<file path="config.mk">
export PLATFORM = sky130hd
export DESIGN_NAME = demultiplexor_1an_registrado
export DESIGN_NICKNAME = d
export VERILOG_FILES = /design/src/rtl/demultiplexor_1an_registrado.sv
export SDC_FILE = /design/constraint.sdc
export NUM_CORES = 1
export LEC_CHECK = 0
export ABC_AREA = 1
export CAP_MARGIN = 15
export CORE_UTILIZATION = 48
export CTS_BUF_LIST = sky130_fd_sc_hd__clkbuf_4 sky130_fd_sc_hd__clkbuf_8
export CTS_CLUSTER_SIZE = 8
export DETAILED_ROUTE_END_ITERATION = 16
export PLACE_DENSITY = 0.95
export SETUP_SLACK_MARGIN = 0.02
export SLEW_MARGIN = 20
export SYNTH_ARGS = -nofsm -noshare
export SYNTH_HDL_FRONTEND = slang
export SYNTH_SLANG_ARGS = --single-unit
</file>
<file path="constraint.sdc">
create_clock -name Clk -period 3.4 [get_ports Clk]
set_input_delay 0.51 -clock Clk [delete_from_list [all_inputs] [get_ports Clk]]
set_output_delay 0.51 -clock Clk [all_outputs]
set_load 0.02 [all_outputs]
</file>
<file path="src/rtl/demultiplexor_1an_registrado.sv">
// Registered 1-to-N demultiplexer: valid/ready input, one holding register per output channel.
// Define DEMUX_DROP_COUNT_EN to build the saturating counter of dropped out-of-range words.

module demultiplexor_1an_registrado #(
   parameter int WIDTH    = 4,
   parameter int CHANNELS = 4,
   parameter int SEL_W    = 3
) (
   input  logic                      Clk,
   input  logic                      Rst_n,
   input  logic [WIDTH-1:0]          X,
   input  logic                      X_Valid,
   output logic                      X_Ready,
   input  logic [SEL_W-1:0]          Selector,
   input  logic                      Mode,
   output logic [CHANNELS*WIDTH-1:0] Y,
   output logic [CHANNELS-1:0]       Y_Valid,
   input  logic [CHANNELS-1:0]       Y_Ready,
   input  logic                      Err_Clr,
   output logic                      Error,
   output logic [7:0]                Drop_Count
);

   localparam int PTR_W = $clog2(CHANNELS);

   logic [PTR_W-1:0]          ptr_p0;
   logic [SEL_W-1:0]          tgt;
   logic [PTR_W-1:0]          tgt_idx;
   logic                      in_range;
   logic                      x_ready;
   logic                      accept;
   logic                      drop;
   logic [CHANNELS-1:0]       wr_en;
   logic [CHANNELS*WIDTH-1:0] y_data_p0;
   logic [CHANNELS-1:0]       vld_p0;
   logic                      err_p0;

   // Input side: target selection and combinational ready
   always_comb begin
      tgt      = Mode ? SEL_W'(ptr_p0) : Selector;
      in_range = (int'(tgt) < CHANNELS);
      tgt_idx  = PTR_W'(tgt);
      x_ready  = in_range ? (!vld_p0[tgt_idx] | Y_Ready[tgt_idx]) : 1'b1;
   end

   assign accept = X_Valid & x_ready;
   assign drop   = accept & ~in_range;

   always_comb begin
      wr_en = '0;
      if (accept && in_range)
         wr_en[tgt_idx] = 1'b1;
   end

   // Stage p0: per-channel holding registers; a write wins over a same-edge drain
   always_ff @(posedge Clk or negedge Rst_n) begin
      if (!Rst_n) begin
         y_data_p0 <= '0;
         vld_p0    <= '0;
      end else begin
         for (int i = 0; i < CHANNELS; i++) begin
            if (wr_en[i]) begin
               y_data_p0[i*WIDTH +: WIDTH] <= X;
               vld_p0[i]                   <= 1'b1;
            end else if (vld_p0[i] && Y_Ready[i]) begin
               vld_p0[i] <= 1'b0;
            end
         end
      end
   end

   always_ff @(posedge Clk or negedge Rst_n) begin
      if (!Rst_n) begin
         ptr_p0 <= '0;
      end else if (accept && Mode) begin
         if (ptr_p0 == PTR_W'(CHANNELS - 1))
            ptr_p0 <= '0;
         else
            ptr_p0 <= ptr_p0 + PTR_W'(1);
      end
   end

   // A fresh drop outranks a coincident clear so no error is lost
   always_ff @(posedge Clk or negedge Rst_n) begin
      if (!Rst_n)
         err_p0 <= 1'b0;
      else if (drop)
         err_p0 <= 1'b1;
      else if (Err_Clr)
         err_p0 <= 1'b0;
   end

`ifdef DEMUX_DROP_COUNT_EN
   logic [7:0] drop_cnt_p0;

   always_ff @(posedge Clk or negedge Rst_n) begin
      if (!Rst_n)
         drop_cnt_p0 <= 8'd0;
      else if (Err_Clr)
         drop_cnt_p0 <= drop ? 8'd1 : 8'd0;
      else if (drop && (drop_cnt_p0 != 8'd255))
         drop_cnt_p0 <= drop_cnt_p0 + 8'd1;
   end

   assign Drop_Count = drop_cnt_p0;
`else
   assign Drop_Count = 8'd0;
`endif

   assign X_Ready = x_ready;
   assign Y       = y_data_p0;
   assign Y_Valid = vld_p0;
   assign Error   = err_p0;

endmodule

</file>
Yosys cells after proc, flatten, opt, wreduce, memory -nomap -nowiden
Cells that the tools add are included.

storage, ports and cells
  input port bits = 16
  output and inout bits = 30
  flip-flop bits (word level) = 23

cells by class
  multiplexer cells = 20
  equality and inequality tests = 1
  magnitude comparators = 3
  $add $sub $neg = 1
  reductions and logical operators = 13
  bitwise gates (word level) = 4

operators by type and width
  cell                   count
  $mux W1                14
  $reduce_bool A2 Y1     5
  $logic_and A1 B1 Y1    7
  $bmux W1 S2            2
  $mux W4                1
  $lt A2 B3 Y1 const B   1
  $lt A3 B3 Y1 const B   1
  $mux W3                1
  $add A2 B1 Y2 const B  1
  $and A1 B1 Y1          2
  $demux W1 S2           1
  $eq A2 B2 Y1 const B   1
  $ge A2 B1 Y1 const B   1
  $mux W2                1
  $logic_not A1 Y1       1
  $not A1 Y1             1
  $or A1 B1 Y1           1

Longest topological paths before layout
Gate-level depths: netlist of run 1.

  word-level depth = 10
  mapped depth = 13

Worst setup path after synthesis of run 1
Ideal clock, no wire load.

  path kind = input-to-output
  start point = input port Selector[1]
  end point = output port X_Ready
  arrival time = 1247 ps
  setup slack = 1643 ps
  cell stages on the path = 7
  cells stage by stage = inv_1 > o21ai_1 > inv_2 > nand2_1 > nand2_1 > inv_2 > nand3_1

on the way
  longest elaborated chain between the ends = 6
  elaborated cells between the ends (all ways) = 9

RTL lines
  what                           line  RTL
  start: declaration             14    input logic [SEL_W-1:0] Selector,
  $mux W3 (*)                    40    tgt = Mode ? SEL_W'(ptr_p0) : Selector;
  $bmux W1 S2                    43    x_ready = in_range ? (!vld_p0[tgt_idx] | Y_Ready[tgt_idx]) : 1'b1;
  $mux W1 (not written as such)  43
  $logic_not A1 Y1               43
  $or A1 B1 Y1                   43
  $mux W1 (*)                    43
  end: declaration               13    output logic X_Ready,

Mark *: on every way between the ends. The rest lies on a longest branch, timed or not. The select of a mux whose other input is x is not followed.

Worst setup path after layout of run 1
  start point = input port Mode
  end point = output port X_Ready

on the way
  longest elaborated chain between the ends = 6
  elaborated cells between the ends (all ways) = 9

RTL lines
  what                           line  RTL
  start: declaration             15    input logic Mode,
  $mux W3 (*)                    40
  $bmux W1 S2                    43
  $mux W1 (not written as such)  43
  $logic_not A1 Y1               43
  $or A1 B1 Y1                   43
  $mux W1 (*)                    43

Marked as above.

==> results of run 1 <==
==> cell families (layout without fill, tap and decap cells) <==
kind of cell	Yosys count	after routing	share of synthesized area [%]
DFF	23	23	48.6
and+or+nand+nor	94	94	36.5
buffers and inverters	24	57	10.1
other	1	8	0.317
adders and majority gates	1	1	1.06
AOI/OAI and AO/OA	8	8	3.38
==> flip-flops by register name, summed over array words and instances (netlist names) <==
name	flops
Y	16
ptr_p0	2
Error	1
Y_Valid	4
==> synthesized netlist by cell type (all sizes together) <==
| library cell | count | area share [%] |
|---|---|---|
| nand2 | 76 | 25 |
| dfrtp | 23 | 49 |
| inv | 16 | 5.1 |
| buf | 8 | 5.1 |
| o21ai | 8 | 3.4 |
| nand3 | 7 | 4.0 |
| nor2 | 6 | 4.4 |
| nand4 | 4 | 2.1 |
| conb | 1 | 0.32 |
| ha | 1 | 1.1 |
| or2 | 1 | 0.53 |
==> final timing paths <==
kind                                start    endpoint  slack [ps]  depth (start not counted)
worst min-delay path                Rst_n        Y[4]         150                          1
worst min register to register       Y[7]        Y[7]         500                          2
worst max-delay path                 Mode     X_Ready         460                          7
worst max register to register  ptr_p0[0]        Y[1]        1790                         11
min in group Clk                     Y[7]        Y[7]         500                          2
max in group asynchronous           Rst_n  Y_Valid[2]        2920                          1
==> routing by layer <==
| layer | GRT usage, % | wire [µm] | vias to the layer above |
|---|---|---|---|
| met5 | 0 | 0 | - |
| met4 | 8.11 | 27 | 0 |
| met3 | 4.68 | 207 | 5 |
| met2 | 41.8 | 1340 | 45 |
| met1 | 27.9 | 1160 | 514 |
| li1 | - | - | 529 |
==> power by group <==
group | switching [W] | internal (W)
combinational | 0.000351 | 0.000284
clock | 0.0000801 | 0.0000538
sequential | 0.0000785 | 0.000390
==> cell type report <==
class                      instances  area (µm²)  share of cell area [%]
inverter                          16        60.1                    3.80
tap                               28        35.0                    2.22
clock buffer                       4        30.0                    1.90
multi-input combinational        111         514                    32.5
sequential                        23         576                    36.4
timing repair buffer              37         365                    23.1
==> stage by stage <==
stage / power [W] / setup slack [ps]
global route: 0.00132 / 358
finish: 0.00124 / 460
CTS: 0.00124 / 467
detailed placement: 0.00111 / 467
floorplan: 0.000810 / 1640
global placement: 0.00108 / 586
==> run_results.csv, run 1 <==
group,metric,value,unit
drt,postRouteAntennaNets,0,
synthesis,syn_area_per_cell,7.84,µm²
clocking,ctsHoldBuffers,0,
die,ios,46,
drt,wirelength,2.73,mm
layout,areaGrowthSynthToFinish,33.5,%
critical_path,crit_path_top_delay_cell,"clkdlybuf4s50_1",
sta,fin_crit_sh,86.5,%
clocking,clk_pin_slew,120,ps
layout,stdcell_count,219,
layout,layout_common_cells,"nand2_1, clkdlybuf4s50_1, dfrtp_1",
sta,worst_pin_slew,502,ps
clocking,cts_resized,0,
job,maxCapViolCount,0,
layout,fin_util,69.4,%
place,placed_cell_area,1560,µm²
layout,drive_above_1_share,9.42,%
die,die_width,51.7,µm
die,start_util,52.0,%
clocking,clk_path_buf_depth,2,
critical_path,crit_required,2890,ps
place,dp.cells,215,
synthesis,ys_seq_area_share,48.6,%
clocking,clk_latency,310,ps
pwr,irDropWorstVdd,0.000536,V
global_route,track_usage,23.4,%
sta,fmax,0.340,GHz
layout,fillers,204,
layout,final_cell_area,1580,µm²
pwr,leakagePower,0.811,nW
die,dieArea,2670,µm²
layout,n_antenna_cell,0,
clocking,cts.sink_count,23,
sta,relSlewSlack,66.5,%
clocking,htree_levels,1,
sta,slew_violations,0,
global_route,grt_pass1_wl,4.69,mm
sta,fin_skew,3.74,ps
critical_path,worst_path_most_repeated_cell,"clkdlybuf4s50_1",
layout,final_nets,209,
drt,firstDrtPassIters,4,
drt,drt-initial-drc-count,20,
place,port_buffers,37,
sta,fin_tns_setup,0,ps
global_route,grt_pass1_vias,1117,
drt,wl_per_cell,12.5,µm
critical_path,slowest_delay,610,ps
synthesis,yosysUniqueCellTypes,17,
critical_path,worstPathArrival,2430,ps
global_route,grt_max_degree,24,
critical_path,cp_top_family,"buffers and inverters",
drt,vias,1093,
pwr,p_per_area,783,nW/µm²
drt,drc_errors,0,
clocking,ctsRootBufferMaster,"clkbuf_4",
clocking,cts_inserted_buffers,3,
sta,rsz0062_at_grt,"false",
global_route,antenna_found_initial,0,
outcome,status,"complete, no violations",
clocking,cts_tree,"built",
sta,fin_crit,2940,ps
place,dp_hpwl,2.13,mm
sta,final-setup-viol-count,0,
critical_path,path_max_fanout,6,
die,core_area,2280,µm²
critical_path,worstSetupEndpointType,"output port",
clocking,post-cts-setup-buffers,0,
synthesis,synth_cells,151,
synthesis,syn-cell-area,1180,µm²
sta,holdWs,146,ps
sta,final_hold_viol_count,0,
synthesis,synth_seq_cells,23,
place,place.gp.congestion,0.881,
layout,final_common_cell,"nand2_1",
critical_path,path_cells,"clkdlybuf4s50_1 > o21ai_1 > inv_2 > nand2_1 > nand2_2 > nand3_1 > clkdlybuf4s50_1",
critical_path,cp-start-kind,"input pin",
critical_path,crit_buf_inv,3,
die,rows,17,
die,die_h,51.7,µm
min_path,hold_class,"in2async",
global_route,grt.overflow.total,0,
drt,vias_per_cell,4.99,
synthesis,yosys_warnings,0,
critical_path,critPathKind,"in2out",
Power figures use the tool's default switching activity.
==> run 2: changes to the inputs <==
--- a/config.mk
+++ b/config.mk
@@ -7,6 +7,7 @@
 export LEC_CHECK = 0
 export ABC_AREA = 1
 export CAP_MARGIN = 15
+export CORE_MARGIN = 8
 export CORE_UTILIZATION = 48
 export CTS_BUF_LIST = sky130_fd_sc_hd__clkbuf_4 sky130_fd_sc_hd__clkbuf_8
 export CTS_CLUSTER_SIZE = 8
==> run 2 against run 1 <==
Against the previous run: largest cell class unchanged; hold slack got worse by 25 ps; final cell count rose by 0.91%; critical path type unchanged; total power barely moved; register-to-register slack improved by 20 ps; first-iteration DRC count rose by 120%; fmax rose by 2.2%.
==> run_results.csv, run 2 (synthesized netlist as in run 1, its figures left out) <==
group,metric,value,unit
layout,regArea,576,µm²
die,rows,18,
critical_path,path_max_fanout,6,
global_route,antenna_found_initial,0,
sta,fin_crit,2880,ps
die,die_width,65.7,µm
drt,vias,1054,
global_route,grt_pass1_vias,1048,
die,start_util,49.1,%
pwr,total_power,0.00124,W
place,dp_hpwl,2.26,mm
sta,slew_violations,0,
drt,drc_errors,0,
place,place.gp.congestion,0.899,
sta,rsz0062_at_grt,"false",
die,die_h,65.7,µm
critical_path,cp-startpoint,"Mode",
drt,drt-initial-drc-count,44,
clocking,ctsRootBufferMaster,"clkbuf_4",
layout,areaGrowthSynthToFinish,33.7,%
die,core_area,2410,µm²
layout,largest_reg_flops,16,
critical_path,crit_required,2890,ps
sta,final_hold_viol_count,0,
critical_path,worstSetupEndpointType,"output port",
outcome,status,"complete, no violations",
clocking,cts.sink_count,23,
clocking,ctsHoldBuffers,0,
critical_path,reg2reg_from,"ptr_p0[0]",
pwr,leakagePower,0.807,nW
critical_path,critPathKind,"in2out",
layout,layout_common_cells,"nand2_1, clkdlybuf4s50_1, dfrtp_1",
die,ios,46,
drt,wl_per_cell,13.0,µm
sta,final-setup-viol-count,0,
drt,postRouteAntennaNets,0,
sta,fin_crit_sh,84.6,%
clocking,post-cts-setup-buffers,0,
global_route,track_usage,13.8,%
drt,vias_per_cell,4.77,
clocking,cts_inserted_buffers,3,
critical_path,cp-start-kind,"input pin",
clocking,clk_pin_slew,140,ps
min_path,hold_class,"in2async",
clocking,htree_levels,1,
sta,fin_skew,5.77,ps
global_route,grt_pass1_wl,4.73,mm
place,port_buffers,37,
global_route,grt.overflow.total,0,
layout,fillers,207,
global_route,grt_max_degree,24,
drt,wirelength,2.88,mm
layout,n_antenna_cell,0,
pwr,p_per_area,782,nW/µm²
layout,final_common_cell,"nand2_1",
drt,firstDrtPassIters,6,
clocking,cts_tree,"built",
pwr,irDropWorstVdd,0.000536,V
die,dieArea,4310,µm²
clocking,clk_path_buf_depth,2,
sta,fmax,0.348,GHz
clocking,cts_resized,0,
layout,drive_above_1_share,9.42,%
layout,final_nets,209,
layout,multiInputGateArea,514,µm²
critical_path,worstPathArrival,2370,ps
job,maxCapViolCount,0,
clocking,clk_latency,330,ps
sta,fin_tns_setup,0,ps
==> run 2: changes by cell type in the layout (fill, tap and decap cells not counted), sizes merged <==
cell      before  now
clkbuf         4    3
clkinvlp       0    1
==> run 2: layout make-up <==
class / instances / share of cell area, %
Clock buffer: 3 / 1.42
Inverter: 16 / 3.79
Multi-Input combinational cell: 111 / 32.5
Tap cell: 30 / 2.37
Clock inverter: 1 / 0.474
Timing Repair Buffer: 37 / 23.1
Sequential cell: 23 / 36.4
==> run 2: stage by stage <==
stage | area, µm² | utilization, % | cells | hold WS, ps | setup WS [ps]
final | 1580 | 65.7 | 221 | 121 | 523
after global placement | 1560 | 64.6 | 217 | 465 | 572
after CTS | 1590 | 65.9 | 221 | 503 | 523
after global routing | 1580 | 65.7 | 221 | 153 | 364
after detailed placement | 1560 | 64.6 | 217 | 470 | 532
after floorplan | 1210 | - | 158 | 214 | 1640
==> run 2: final timing paths <==
| check | endpoint | slack (ps) | depth (start not counted) |
|---|---|---|---|
| max | X_Ready | 520 | 7 |
| min | Error | 120 | 1 |
| min in group Clk | Y[12] | 500 | 2 |
| max in group asynchronous | Y[14] | 2940 | 1 |
| max reg2reg | Y[11] | 1810 | 11 |
| min reg2reg | Y[12] | 500 | 2 |
==> run 2: critical path, cell delays in order <==
cell and delay (ps):
clkdlybuf4s50_1 500, o21ai_1 360, inv_2 90, nand2_1 100
nand2_2 80, nand3_1 110, clkdlybuf4s50_1 610
==> run 2: power by group <==
part / total, W / switching, W / leakage (nW) / internal [W]
Clock: 0.000136 / 0.0000913 / 0.0139 / 0.0000451
Sequential: 0.000464 / 0.0000746 / 0.290 / 0.000390
Combinational: 0.000637 / 0.000351 / 0.502 / 0.000286
Total: 0.00124 / 0.000517 / 0.807 / 0.000721
==> run 2: layer usage <==
| metal | global-route usage (%) | part of all wire [%] |
|---|---|---|
| met3 | 6.29 | 9.5 |
| met4 | 2.45 | 0.87 |
| met5 | 0 | 0 |
| met2 | 22.7 | 46 |
| met1 | 16.2 | 43 |
==> run 3: changes to the inputs <==
--- a/config.mk
+++ b/config.mk
@@ -8,11 +8,11 @@
 export ABC_AREA = 1
 export CAP_MARGIN = 15
 export CORE_MARGIN = 8
-export CORE_UTILIZATION = 48
+export CORE_UTILIZATION = 45
 export CTS_BUF_LIST = sky130_fd_sc_hd__clkbuf_4 sky130_fd_sc_hd__clkbuf_8
 export CTS_CLUSTER_SIZE = 8
 export DETAILED_ROUTE_END_ITERATION = 16
-export PLACE_DENSITY = 0.95
+export PLACE_DENSITY = 0.93
 export SETUP_SLACK_MARGIN = 0.02
 export SLEW_MARGIN = 20
 export SYNTH_ARGS = -nofsm -noshare
==> constraint.sdc (replaced) <==
create_clock -name Clk -period 2.8 [get_ports Clk]
set_input_delay 0.42 -clock Clk [delete_from_list [all_inputs] [get_ports Clk]]
set_output_delay 0.42 -clock Clk [all_outputs]
set_load 0.02 [all_outputs]
==> run 3 against run 2 <==
Against the previous run: first-iteration DRC count decreased by 34%; via count decreased by 0.66%; clock skew increased by 1.8 ps; routed wire length increased by 0.21%; critical endpoint unchanged; combinational power increased by 21%; critical path type unchanged; hold slack improved by 310 ps; die area increased by 5.0%; sequential power increased by 21%; total power increased by 21%; count of clock-buffer cells in the layout increased by 1.
==> run_results.csv, run 3 (synthesized netlist as in run 1, its figures left out) <==
group,metric,value,unit
die,die_width,67.3,µm
sta,fin_skew,7.59,ps
clocking,cts_tree,"built",
critical_path,reg2reg_from,"ptr_p0[0]",
critical_path,cp_top_family,"buffers and inverters",
job,maxCapViolCount,0,
critical_path,worstSetupEndpointType,"output port",
pwr,irDropWorstVdd,0.000644,V
critical_path,rr_worst_depth,11,
sta,final_hold_viol_count,0,
clocking,htree_levels,1,
layout,areaGrowthSynthToFinish,35.3,%
global_route,track_usage,13.8,%
layout,final_nets,210,
place,dp.cells,218,
drt,wirelength,2.89,mm
drt,drt-initial-drc-count,29,
clocking,ctsRootBufferMaster,"clkbuf_4",
layout,layout_common_cells,"nand2_1, clkdlybuf4s50_1, dfrtp_1",
global_route,grt_pass1_wl,4.83,mm
clocking,cts_inserted_buffers,3,
critical_path,path_max_fanout,6,
pwr,leakagePower,0.818,nW
critical_path,cp-start-kind,"input pin",
place,port_buffers,37,
critical_path,r2r_setup_slack,1240,ps
clocking,clk_pin_slew,130,ps
drt,firstDrtPassIters,4,
sta,slew_violations,0,
critical_path,cp-startpoint,"Mode",
global_route,grt_max_degree,24,
layout,n_antenna_cell,0,
drt,vias_per_cell,4.72,
die,start_util,47.8,%
layout,stdcell_count,222,
global_route,grt.overflow.total,0,
layout,fin_util,64.6,%
place,dp_hpwl,2.29,mm
layout,final_common_cell,"nand2_1",
critical_path,crit_required,2380,ps
global_route,grt_pass1_vias,1074,
drt,wl_per_cell,13.0,µm
pwr,p_per_area,937,nW/µm²
layout,largest_reg_flops,16,
die,core_area,2480,µm²
critical_path,worstPathArrival,1900,ps
sta,final-setup-viol-count,0,
global_route,antenna_found_initial,0,
die,rows,18,
clocking,clk_latency,320,ps
sta,fin_crit,2320,ps
critical_path,crit_buf_inv,3,
sta,fin_tns_setup,0,ps
critical_path,path_cells,"clkdlybuf4s50_1 > nand2_1 > nand2_2 > nand2_1 > nand2_1 > nand2_1 > nand2_1 > inv_2 > nand3_1 > dlymetal6s2s_1",
sta,fin_crit_sh,83.0,%
place,place.gp.congestion,0.809,
critical_path,crit_path_top_delay_cell,"clkdlybuf4s50_1",
die,die_h,67.3,µm
sta,rsz0062_at_grt,"false",
critical_path,cp.depth,10,
critical_path,worst_path_most_repeated_cell,"nand2_1",
critical_path,critPathKind,"in2out",
critical_path,slowest_delay,600,ps
die,ios,46,
clocking,cts.sink_count,23,
drt,postRouteAntennaNets,0,
die,dieArea,4530,µm²
min_path,hold_class,"in2async",
drt,vias,1047,
critical_path,crit_path_end,"X_Ready",
critical_path,timing.rr.end,"Y[1]",
outcome,status,"complete, no violations",
layout,drive_above_1_share,9.90,%
sta,fmax,0.431,GHz
clocking,clk_path_buf_depth,2,
drt,drc_errors,0,
clocking,post-cts-setup-buffers,0,
## run 3: repair_timing
item | 4_1_cts | 5_1_grt
hold buffers | 0 | 0
gates resized for setup | 0 | 2
setup endpoints to repair | 0 | 1
## run 3: how the worst min path moves through the flow
| stage | startpoint | end | slack, ps | cells after the start |
|---|---|---|---|---|
| 3_5_place_dp | Y[9] | Y[9] | 470 | 2 |
| 4_1_cts | Rst_n | ptr_p0[1] | 440 | 2 |
| 2_1_floorplan | Rst_n | Error | 120 | 0 |
| 6_report | Rst_n | ptr_p0[0] | 430 | 2 |
| 3_3_place_gp | Y[15] | Y[15] | 470 | 2 |
| 5_1_grt | Rst_n | ptr_p0[0] | 430 | 2 |
## run 3: metal layers
metal / GRT usage [%] / up-vias / wire length [µm]
met5: 0 / - / 0
met2: 22.8 / 33 / 1350
met3: 4.14 / 4 / 240
met4: 5.48 / 0 / 34
li1: - / 529 / -
met1: 16.6 / 481 / 1260
## run 3: layout make-up
type | count | area, µm²
timing repair buffer | 38 | 380
clock buffer | 4 | 30.0
fill | 224 | 876
multi-input combinational | 111 | 518
tap | 30 | 37.5
inverter | 16 | 60.1
sequential | 23 | 576
## run 3: stage by stage
stage / setup slack (ps) / total power [W] / cell area, µm² / hold WS (ps)
floorplan: 1220 / 0.000983 / 1210 / 124
global placement: 135 / 0.00133 / 1570 / 467
detailed placement: 104 / 0.00134 / 1570 / 466
CTS: 99.4 / 0.00151 / 1600 / 443
global route: 365 / 0.00161 / 1600 / 433
finish: 477 / 0.00150 / 1600 / 432
## run 3: report_power, final
part / switching [W] / internal (W)
logic: 0.000421 / 0.000347
clock network: 0.000105 / 0.0000655
registers: 0.0000895 / 0.000473
